===== src/rtl/sd_pkg.sv =====
// Shared definitions for the SPI-mode SD host command engine: state encoding,
// command indices, frame/block geometry and the frame builder.
package sd_pkg;

  localparam int unsigned FRAME_BITS    = 48;
  localparam int unsigned CRC_COVER     = 40;
  localparam int unsigned DATA_CRC_BITS = 16;
  localparam int unsigned TAIL_CYCLES   = 8;
  localparam int unsigned BLK_BYTES_DEF = 512;
  localparam int unsigned NCR_MAX_DEF   = 64;
  localparam int unsigned TOKEN_MAX_DEF = 8192;

  localparam logic [7:0] SD_TOKEN_START = 8'hFE;

  localparam logic [5:0] CMD0   = 6'd0;
  localparam logic [5:0] CMD8   = 6'd8;
  localparam logic [5:0] CMD17  = 6'd17;
  localparam logic [5:0] CMD55  = 6'd55;
  localparam logic [5:0] ACMD41 = 6'd41;

  typedef enum logic [2:0] {
    IDLE,
    SEND,
    WAIT_R1,
    RECV_R1,
    WAIT_TOKEN,
    RECV_DATA,
    RECV_CRC,
    TAIL
  } sd_state_t;

  function automatic logic [FRAME_BITS-1:0] sd_frame(input logic [5:0]  idx,
                                                     input logic [31:0] arg,
                                                     input logic [6:0]  crc);
    return {2'b01, idx, arg, crc, 1'b1};
  endfunction

endpackage


===== src/rtl/sd_crc7.sv =====
// Bit-serial CRC7 (x^7 + x^3 + 1, init 0) for SD command frames.
module sd_crc7 (
  input  logic       clk,
  input  logic       rst_n,
  input  logic       clr,
  input  logic       en,
  input  logic       din,
  output logic [6:0] crc
);

  logic fb_c;
  assign fb_c = din ^ crc[6];

  always_ff @(posedge clk or negedge rst_n) begin
    if (!rst_n) begin
      crc <= '0;
    end else if (clr) begin
      crc <= '0;
    end else if (en) begin
      crc <= {crc[5:0], 1'b0} ^ (fb_c ? 7'h09 : 7'h00);
    end
  end

endmodule


===== src/rtl/sd_spi_host_cmd.sv =====
// SPI-mode SD host command engine: sends one 48-bit frame, collects R1 and,
// for block reads, the data block and its CRC. SD_CMD_CRC7_EN computes CRC7 in-line.
module sd_spi_host_cmd
  import sd_pkg::*;
#(
  parameter int unsigned NCR_MAX   = NCR_MAX_DEF,
  parameter int unsigned TOKEN_MAX = TOKEN_MAX_DEF,
  parameter int unsigned BLK_BYTES = BLK_BYTES_DEF
) (
  input  logic        SD_CLK,
  input  logic        rst_n,
  input  logic        cmd_req,
  input  logic [5:0]  cmd_idx,
  input  logic [31:0] cmd_arg,
  input  logic [6:0]  cmd_crc,
  input  logic        cmd_rd,
  output logic        busy,
  output logic        done,
  output logic [7:0]  resp_r1,
  output logic        resp_err,
  output logic [7:0]  rd_data,
  output logic        rd_valid,
  output logic        rd_last,
  output logic [15:0] rd_crc,
  output logic        SD_CS,
  output logic        SD_MOSI,
  input  logic        SD_MISO
);

  localparam int unsigned WAIT_W = $clog2(TOKEN_MAX) + 1;

  sd_state_t             state;
  logic [FRAME_BITS-1:0] frame;
  logic                  rd_cmd;
  logic [5:0]            bit_cnt;
  logic [WAIT_W-1:0]     wait_cnt;
  logic [7:0]            shift;
  logic [9:0]            byte_cnt;
  logic                  mosi_bit;
  logic [7:0]            shift_in_c;
  logic                  tx_bit_c;

  assign shift_in_c = {shift[6:0], SD_MISO};

`ifdef SD_CMD_CRC7_EN
  // CRC accumulates over bits 47..8 and then replaces the latched crc field.
  logic [6:0] crc7;
  logic       crc_en_c;
  logic       crc_clr_c;
  assign crc_en_c  = (state == SEND) && (bit_cnt >= 6'd8);
  assign crc_clr_c = (state == IDLE);

  sd_crc7 u_crc7 (
    .clk   (SD_CLK),
    .rst_n (rst_n),
    .clr   (crc_clr_c),
    .en    (crc_en_c),
    .din   (frame[bit_cnt]),
    .crc   (crc7)
  );

  assign tx_bit_c = (bit_cnt >= 6'd1 && bit_cnt <= 6'd7) ? crc7[3'(bit_cnt - 6'd1)]
                                                         : frame[bit_cnt];
`else
  assign tx_bit_c = frame[bit_cnt];
`endif

  // Card samples on posedge, so the host launches MOSI on the falling edge.
  always_ff @(negedge SD_CLK or negedge rst_n) begin
    if (!rst_n) SD_MOSI <= 1'b1;
    else        SD_MOSI <= mosi_bit;
  end

  always_ff @(posedge SD_CLK or negedge rst_n) begin
    if (!rst_n) begin
      state    <= IDLE;
      frame    <= '0;
      rd_cmd   <= 1'b0;
      bit_cnt  <= '0;
      wait_cnt <= '0;
      shift    <= '1;
      byte_cnt <= '0;
      mosi_bit <= 1'b1;
      busy     <= 1'b0;
      done     <= 1'b0;
      resp_r1  <= 8'hFF;
      resp_err <= 1'b0;
      rd_data  <= '0;
      rd_valid <= 1'b0;
      rd_last  <= 1'b0;
      rd_crc   <= '0;
      SD_CS    <= 1'b1;
    end else begin
      done     <= 1'b0;
      rd_valid <= 1'b0;
      rd_last  <= 1'b0;
      mosi_bit <= 1'b1;
      case (state)
        IDLE: begin
          if (cmd_req) begin
            frame    <= sd_frame(cmd_idx, cmd_arg, cmd_crc);
            rd_cmd   <= cmd_rd;
            busy     <= 1'b1;
            SD_CS    <= 1'b0;
            bit_cnt  <= 6'(FRAME_BITS - 1);
            resp_r1  <= 8'hFF;
            resp_err <= 1'b0;
            rd_crc   <= '0;
            state    <= SEND;
          end
        end
        SEND: begin
          mosi_bit <= tx_bit_c;
          wait_cnt <= '0;
          if (bit_cnt == 6'd0) state <= WAIT_R1;
          else                 bit_cnt <= bit_cnt - 6'd1;
        end
        WAIT_R1: begin
          if (!SD_MISO) begin
            shift   <= '0;
            bit_cnt <= 6'd6;
            state   <= RECV_R1;
          end else if (wait_cnt == WAIT_W'(NCR_MAX - 1)) begin
            resp_err <= 1'b1;
            SD_CS    <= 1'b1;
            bit_cnt  <= 6'(TAIL_CYCLES - 1);
            state    <= TAIL;
          end else begin
            wait_cnt <= wait_cnt + WAIT_W'(1);
          end
        end
        RECV_R1: begin
          shift <= shift_in_c;
          if (bit_cnt == 6'd0) begin
            resp_r1 <= shift_in_c;
            if (!rd_cmd || shift_in_c != 8'h00) begin
              SD_CS   <= 1'b1;
              bit_cnt <= 6'(TAIL_CYCLES - 1);
              state   <= TAIL;
            end else begin
              shift    <= '1;
              wait_cnt <= '0;
              state    <= WAIT_TOKEN;
            end
          end else begin
            bit_cnt <= bit_cnt - 6'd1;
          end
        end
        WAIT_TOKEN: begin
          shift <= shift_in_c;
          if (shift_in_c == SD_TOKEN_START) begin
            bit_cnt  <= 6'd7;
            byte_cnt <= '0;
            state    <= RECV_DATA;
          end else if (wait_cnt == WAIT_W'(TOKEN_MAX - 1)) begin
            resp_err <= 1'b1;
            SD_CS    <= 1'b1;
            bit_cnt  <= 6'(TAIL_CYCLES - 1);
            state    <= TAIL;
          end else begin
            wait_cnt <= wait_cnt + WAIT_W'(1);
          end
        end
        RECV_DATA: begin
          shift <= shift_in_c;
          if (bit_cnt == 6'd0) begin
            rd_data  <= shift_in_c;
            rd_valid <= 1'b1;
            if (byte_cnt == 10'(BLK_BYTES - 1)) begin
              rd_last <= 1'b1;
              bit_cnt <= 6'(DATA_CRC_BITS - 1);
              state   <= RECV_CRC;
            end else begin
              byte_cnt <= byte_cnt + 10'd1;
              bit_cnt  <= 6'd7;
            end
          end else begin
            bit_cnt <= bit_cnt - 6'd1;
          end
        end
        RECV_CRC: begin
          rd_crc <= {rd_crc[14:0], SD_MISO};
          if (bit_cnt == 6'd0) begin
            SD_CS   <= 1'b1;
            bit_cnt <= 6'(TAIL_CYCLES - 1);
            state   <= TAIL;
          end else begin
            bit_cnt <= bit_cnt - 6'd1;
          end
        end
        TAIL: begin
          if (bit_cnt == 6'd0) begin
            done  <= 1'b1;
            busy  <= 1'b0;
            state <= IDLE;
          end else begin
            bit_cnt <= bit_cnt - 6'd1;
          end
        end
        default: state <= IDLE;
      endcase
    end
  end

endmodule

===== config.mk =====
export PLATFORM = sky130hd
export DESIGN_NAME = sd_spi_host_cmd
export DESIGN_NICKNAME = d
export VERILOG_FILES = /design/src/rtl/sd_pkg.sv /design/src/rtl/sd_crc7.sv /design/src/rtl/sd_spi_host_cmd.sv
export SDC_FILE = /design/constraint.sdc
export NUM_CORES = 1
export LEC_CHECK = 0
export CAP_MARGIN = 20
export CORE_MARGIN = 2
export CORE_UTILIZATION = 35
export CTS_CLUSTER_DIAMETER = 50
export DETAILED_ROUTE_END_ITERATION = 8
export DONT_BUFFER_PORTS = 1
export PLACE_DENSITY = 0.55
export SLEW_MARGIN = 15
export SYNTH_ARGS = -nofsm -noshare
export SYNTH_HDL_FRONTEND = slang
export SYNTH_HIERARCHICAL = 1
export SYNTH_SLANG_ARGS = --single-unit

===== constraint.sdc =====
create_clock -name SD_CLK -period 5.25 [get_ports SD_CLK]
set_input_delay 1.575 -clock SD_CLK [delete_from_list [all_inputs] [get_ports SD_CLK]]
set_output_delay 1.575 -clock SD_CLK [all_outputs]
set_load 0.1 [all_outputs]

After elaboration in Yosys (flattened, before gate mapping)
Cells that the tools add are included.
- output and inout bits: 39
- word-level logic and storage cells: 149
- bits in registers: 128
- bits of input ports: 50
- magnitude comparators: 1
- muxes and demuxes: 67
- equality and inequality tests: 33
- reduce and logical (&&, ||, !) cells: 27
- add/sub/neg operators: 3
- operators by type and width (operator ; number):
    14-bit two-way mux ; 6
    6-bit two-way mux ; 10
    14-bit case mux with 4 select lines ; 1
    6-bit case mux with 7 select lines ; 1
    2-bit != test (second input constant) ; 19
    3-bit two-way mux ; 11
    16-bit case mux with 2 select lines ; 1
    10-bit two-way mux ; 3
    3-bit case mux with 8 select lines ; 1
    7-bit two-way mux ; 3
    7-bit case mux with 3 select lines ; 1
    10-bit case mux with 2 select lines ; 1
    1-bit two-way mux ; 18
    9-bit AND reduction ; 2
    16-bit two-way mux ; 1
    8-bit two-way mux ; 2
    8-bit case mux with 2 select lines ; 1
    14-bit by 1-bit adder with 14-bit output (second input constant) ; 1
    14-bit by 13-bit == test with 1-bit output (second input constant) ; 1
    14-bit by 6-bit == test with 1-bit output (second input constant) ; 1
    3-bit == test (second input constant) ; 4
    10-bit by 1-bit adder with 10-bit output (second input constant) ; 1
    10-bit by 9-bit == test with 1-bit output (second input constant) ; 1
    3-bit != test (second input constant) ; 3
    other kinds (27) ; 37

Longest topological paths before layout
Gate-level depths: netlist (run 1).
- word-level depth: 5
- gate-level depth with buffers: 10
- depth with buffers taken out: 7

==> results_dict.tcl, run 1 <==
set metrics [dict create \
    run_status "complete, but fails checks" \
    violated_checks "setup timing" \
    slew_viol_final 0 \
    grt_antenna_before_repair 0 \
    fraction_of_final_layout_cells_sized_beyond_drive_strength_1_pct 10.9 \
    path_cells "buf_12" \
    synth-warning-count 6 \
    syn_avg_cell_area_um2 9.23 \
    place.detailed.hpwl_um 9250 \
    routed_wirelength_um 13900 \
    dpl_worst_slack_ns 0.347 \
    hp-class "flip-flop to flip-flop" \
    placeableCoreArea_mm2 0.0172 \
    cts.repair_timing.setup_buffer_count 0 \
    synth_enable_flop_cells 0 \
    final_antenna_net_count 0 \
    total_power_mw 4.48 \
    diodes_inserted 0 \
    post_synth_main_area_contributors "dfrtp_1, nand2_1, dfstp_2, a21oi_1, mux4_2" \
    synth_largest_area_cell "dfrtp_1" \
    setup.worst_path.class "flip-flop to output port" \
    launching_element_of_the_worst_setup_path "SD_MOSI" \
    setup_slack_ns -0.0930 \
    buffer_ports.inserted 0 \
    die_width_um 137 \
    cts.root.buffer_cell "clkbuf_16" \
    net_count_synth 719 \
    critical-path-max-stage-delay_ns 0.54 \
    synth-async-reset-ratio_pct 100 \
    synth.yosys.seq_area_share_pct 52.1 \
    synth_fa_ha_area_share_pct 0.611 \
    stdcell_count 888 \
    synthXorXnorAreaFrac_pct 0.142 \
    cts_htree_levels 4 \
    areaGrowthSynthToFinish_pct 13.1 \
    cp_data_arrival_time_ns 3.77 \
    clkTransAtPathRegs_ns 0.06 \
    critical-path-top-delay-family "flip-flops" \
    timing.setup.tns_ns -0.0930 \
    floorplan.die.height_um 137 \
    cp_max_delay_cell "dfstp_2" \
    detailed_router_s_first_iteration_violation_count 287 \
    grt_start_max_net_pins 128 \
    synth-simple-area-share_pct 22.8 \
    drt-pass1-iter-count 5 \
    gr-usage-all-layers_pct 15.9 \
    finalClockSkew_ns 0.0219 \
    placed_cells 855 \
    route.detailed.wl_per_inst_um 15.7 \
    timing.rr.end "byte_cnt[7]" \
    worst_setup_path_start_kind "flip-flop" \
    timing.reg2reg.worst_path_depth 7 \
    grt_pass1_vias 4663 \
    multi_input_comb_area_mm2 0.00274 \
    fp-row-count 48 \
    worst_slew_pin_slew_ns 1.05 \
    power.density_mw_per_mm2 644 \
    combinational_family_with_the_most_area_after_synthesis "simple AND/OR/NAND/NOR gates" \
    grt_pass1_wl_um 23400 \
    worstSkewPairLatency_ns 0.43 \
    synthMuxAreaShare_pct 6.98 \
    post_synth_num_cell_types 64 \
    gp_congestion 0.820 \
    synth-compound-area-share_pct 14.0 \
    post_synth_inst_count 666 \
    cts_buffer_depth 2 \
    globalRoute.totalOverflow 0 \
    cap_viol_max_count 0 \
    finalHoldViolations 0 \
    ff2ff_setup_slack_ns 1.93 \
    worst_ep_required_time_ns 3.68 \
    initial_utilization_pct 35.7 \
    worst_r2r_startpoint "bit_cnt[1]" \
    post_drt_via_cell_ratio 5.33 \
    cts_tree "yes" \
    final_nets 703 \
    pin_count 89 \
    yosys.area.top_type_share_pct 44.4 \
    fillerInstances 1667 \
    cts-resized-gates 0 \
    synth.cell_area_mm2 0.00615 \
    cts_num_sinks 127 \
    worstPathBufferInverterCount 1 \
    vdd_ir_drop_max_v 0.000308 \
    setup_viol_count_final 1 \
    tritoncts.num_buffers 17 \
    final-seq-area_mm2 0.00320 \
    hold_path.startpoint "frame[37]" \
    design.die.area_mm2 0.0186 \
    ys.flop_type "dfrtp_1" \
    vias 4734 \
    unrepaired_setup_endpoints_after_global_routing "true" \
    critPathCapture "SD_MOSI" \
    worst_setup_path_end_kind "output port" \
    path_max_fanout 1 \
    timing.max_slew.rel_slack_pct 29.7 \
    power.leakage_nw 3.12 \
    synth-seq-cells 127 \
    drt_drc_violations_left 0 \
    critical_path_cell_count 1 \
]
-- cell type report --
class	count	share of cell area, %
sequential	127	46.0
multi-input combinational	484	39.4
clock buffer	20	6.57
tap	225	4.05
clock inverter	13	2.32
timing repair buffer	5	0.828
inverter	14	0.756
-- sequential cells by signal, summed over array words and instances, names as in the netlist --
name and count:
SD_CS 1, SD_MOSI 1, bit_cnt 6, busy 1, byte_cnt 10, done 1
frame 46, mosi_bit 1, rd_cmd 1, rd_crc 16, rd_data 8, rd_last 1
rd_valid 1, resp_err 1, resp_r1 8, shift 7, state 3, wait_cnt 14
-- layer usage --
layer  wire length, µm  vias up  global-route usage, %
li1                  -     2311                      -
met5                 0        -                      0
met1              6490     2301                   21.6
met2              6630      107                   24.5
met4               143        0                   5.32
met3               684       15                   4.52
-- synth_stat cells, types with 11 or more instances --
cell	instances
nand2_1	204
o21ai_0	12
nand3_1	15
dfstp_2	18
a31oi_1	12
inv_1	13
mux2i_1	11
clkbuf_1	32
o21ai_1	24
a21oi_1	32
mux2_1	11
nor2_1	32
dfrtp_1	109
-- cell families after synthesis --
family | Yosys count
and+or+nand+nor | 315
AOI/OAI and AO/OA | 133
adders and majority gates | 3
buffers and inverters | 55
xor gates and xnor gates | 1
DFF | 127
muxes | 32
-- report_power, final --
group          total (mW)  leakage [nW]  internal, mW  switching, mW
clock                1.22         0.300         0.776          0.445
combinational        1.06          1.22         0.474          0.589
sequential           2.19          1.60          1.29          0.897
total                4.48          3.12          2.55           1.93
-- metrics by stage --
| step | instance area (µm²) | hold WS (ns) | utilization, % |
|---|---|---|---|
| 2_1_floorplan | 6150 | 0.438 | - |
| 3_3_place_gp | 6320 | 0.454 | 36.7 |
| 4_1_cts | 6940 | 0.472 | 40.2 |
| 3_5_place_dp | 6320 | 0.458 | 36.7 |
| 5_1_grt | 6950 | 0.484 | 40.3 |
| 6_report | 6950 | 0.468 | 40.3 |
-- layout by cell type, fill, tap and decap left out, types with 4 or more instances in the layout --
cell,count
mux2i_1,11
nand4_1,8
or4_1,6
inv_1,13
mux2_1,11
o22ai_1,4
o21ai_1,24
o31ai_1,7
nor2_1,31
nor4_1,5
nor3_1,10
dfstp_2,18
o21ai_0,12
mux4_2,7
dfrtp_1,109
a31oi_1,12
a21oi_1,32
a221o_1,6
nand2b_1,5
a41oi_1,6
nand2_1,203
clkbuf_16,17
nand3_1,15
or3_1,8
-- worst min path at each step --
stage | to | slack, ns | depth (start not counted)
finish | frame[37] | 0.47 | 2
global route | frame[39] | 0.48 | 2
CTS | frame[44] | 0.47 | 2
detailed placement | frame[44] | 0.46 | 2
global placement | frame[21] | 0.45 | 2
floorplan | frame[13] | 0.44 | 2
-- repair_timing --
| item | in CTS | in global routing |
|---|---|---|
| endpoints found under the setup margin | 1 | 1 |
| hold endpoints to repair | 0 | 0 |
| hold buffers | 0 | 0 |
(Power assumes the default switching activity.)
==> inputs of run 2 (changes only) <==
--- a/config.mk
+++ b/config.mk
@@ -11,6 +11,7 @@
 export CTS_CLUSTER_DIAMETER = 50
 export DETAILED_ROUTE_END_ITERATION = 8
 export DONT_BUFFER_PORTS = 1
+export HOLD_SLACK_MARGIN = 0.08
 export PLACE_DENSITY = 0.55
 export SLEW_MARGIN = 15
 export SYNTH_ARGS = -nofsm -noshare
==> results of run 2 <==
Same layout as run 1: the final DEF is identical, and so are final timing and power.
==> inputs of run 3 (changes only) <==
--- a/config.mk
+++ b/config.mk
@@ -6,7 +6,6 @@
 export NUM_CORES = 1
 export LEC_CHECK = 0
 export CAP_MARGIN = 20
-export CORE_MARGIN = 2
 export CORE_UTILIZATION = 35
 export CTS_CLUSTER_DIAMETER = 50
 export DETAILED_ROUTE_END_ITERATION = 8
==> run 3 against run 2 <==
  * Clock skew down 0.0037 ns
  * Routed wire length grew 0.53%
  * First-iteration DRC count is 11% higher
  * The run still ends with setup timing left
  * Die area shrank 2.9%
  * Via count rose by 1.5%
  * Highest routed layer unchanged
==> results_dict.tcl, run 3 (same netlist as run 1, synthesis figures left out) <==
set metrics [dict create \
    run_status "complete, but fails checks" \
    violated_checks "setup timing" \
    cp_data_arrival_time_ns 3.76 \
    detailed_router_s_first_iteration_violation_count 319 \
    tritoncts.num_buffers 17 \
    routed_wirelength_um 14000 \
    slew_viol_final 0 \
    post_drt_via_cell_ratio 5.41 \
    timing.rr.end "byte_cnt[7]" \
    final_nets 703 \
    critical-path-top-delay-family "flip-flops" \
    finalClockSkew_ns 0.0182 \
    most_flops_register "frame" \
    ff2ff_setup_slack_ns 1.95 \
    place.detailed.hpwl_um 9330 \
    placed_cells 855 \
    hold-worst-slack_ns 0.470 \
    reg.largest.list "frame: 46 flops, rd_crc: 16 flops, wait_cnt: 14 flops" \
    worst_ep_required_time_ns 3.68 \
    fp-row-count 48 \
    fraction_of_final_layout_cells_sized_beyond_drive_strength_1_pct 10.7 \
    most_common_cell_after_layout_fill_and_taps_aside "nand2_1" \
    hp-class "flip-flop to flip-flop" \
    placeableCoreArea_mm2 0.0172 \
    globalRoute.totalOverflow 0 \
    cts-resized-gates 0 \
    hold_end "frame[6]" \
    finalCoreUtilization_pct 40.6 \
    vdd_ir_drop_max_v 0.000278 \
    worstPathBufferInverterCount 1 \
    worstSkewPairLatency_ns 0.43 \
    setup_viol_count_final 1 \
    finalHoldViolations 0 \
    power.leakage_nw 3.14 \
    cts_num_sinks 127 \
    die_width_um 135 \
    diodes_inserted 0 \
    cts_tree "yes" \
    total_power_mw 4.55 \
    pin_count 89 \
    setup.worst_path.class "flip-flop to output port" \
    timing.reg2reg.worst_path_depth 7 \
    vias 4806 \
    path_cells "buf_12" \
    cts_buffer_depth 2 \
    timing.setup.tns_ns -0.0844 \
    clkTransAtPathRegs_ns 0.05 \
    setup_slack_ns -0.0844 \
    grt_start_max_net_pins 128 \
    unrepaired_setup_endpoints_after_global_routing "true" \
    cts_htree_levels 4 \
    floorplan.die.height_um 135 \
    cts.repair_timing.setup_buffer_count 0 \
    buffer_ports.inserted 0 \
    stdcell_count 888 \
    critical_path_cell_count 1 \
    worst_setup_path_end_kind "output port" \
    worst_slew_pin_slew_ns 1.03 \
    drt_drc_violations_left 0 \
    path_max_fanout 1 \
    initial_utilization_pct 35.7 \
    hold_path.startpoint "frame[6]" \
    grt_pass1_wl_um 23500 \
    drt-pass1-iter-count 4 \
    grt_pass1_vias 4650 \
    route.detailed.wl_per_inst_um 15.8 \
    final_antenna_net_count 0 \
    power.density_mw_per_mm2 651 \
    critical-path-max-stage-delay_ns 0.53 \
    areaGrowthSynthToFinish_pct 13.8 \
    largest_register_ffs 46 \
    cap_viol_max_count 0 \
    grt_antenna_before_repair 0 \
    cts.root.buffer_cell "clkbuf_16" \
    whs_path_depth 2 \
    design.die.area_mm2 0.0181 \
    cp_max_delay_cell "dfstp_2" \
    most-common-layout-cells "nand2_1, dfrtp_1, a21oi_1, nor2_1, o21ai_1" \
    gp_congestion 0.786 \
    timing.max_slew.rel_slack_pct 31.3 \
    worst_setup_path_start_kind "flip-flop" \
    gr-usage-all-layers_pct 16.5 \
    worst_r2r_startpoint "bit_cnt[1]" \
]
-- run 3: cell count changes in the layout (fill, tap and decap cells not counted) --
cell,change
clkinv_1,-1
bufinv_16,+2
clkinvlp_4,-1
clkbuf_1,+2
inv_6,-3
clkbuf_8,+1
-- run 3: final cells by class --
type,instances,area [µm²]
Clock buffer,23,478
Timing Repair Buffer,5,57.6
Sequential cell,127,3200
Fill cell,1678,10200
Clock inverter,10,184
Multi-Input combinational cell,484,2740
Tap cell,225,282
Inverter,14,52.6
-- run 3: worst max-delay path by stage --
stage | endpoint | startpoint | slack, ns
after floorplan | SD_MOSI | SD_MOSI | 0.23
after global placement | SD_MOSI | SD_MOSI | 0.35
after detailed placement | SD_MOSI | SD_MOSI | 0.36
after CTS | SD_MOSI | SD_MOSI | -0.10
after global routing | SD_MOSI | SD_MOSI | -0.12
final | SD_MOSI | SD_MOSI | -0.08
-- run 3: report_power, final --
group	internal, mW	switching [mW]	leakage [nW]
combinational	0.470	0.560	1.22
sequential	1.29	0.927	1.60
clock	0.882	0.421	0.323
total	2.65	1.91	3.14
-- run 3: repair_timing --
item / 4_1_cts / 5_1_grt
hold buffers: 0 / 0
endpoints found under the hold margin: 0 / 0
pin swaps: 0 / 0
endpoints found under the setup margin: 1 / 1
-- run 3: metrics by stage --
step	cell area, µm²	worst slack [ns]
detailed placement	6320	0.358
global route	7000	-0.125
floorplan	6150	0.227
global placement	6320	0.351
finish	7000	-0.0844
CTS	6980	-0.100
-- run 3: routing by layer --
layer	up-vias	GRT usage, %	part of all wire (%)
met3	20	3.53	3.6
li1	2313	-	-
met2	103	25.5	47
met1	2370	22.5	48
met5	-	0	0
met4	0	7.05	1.6
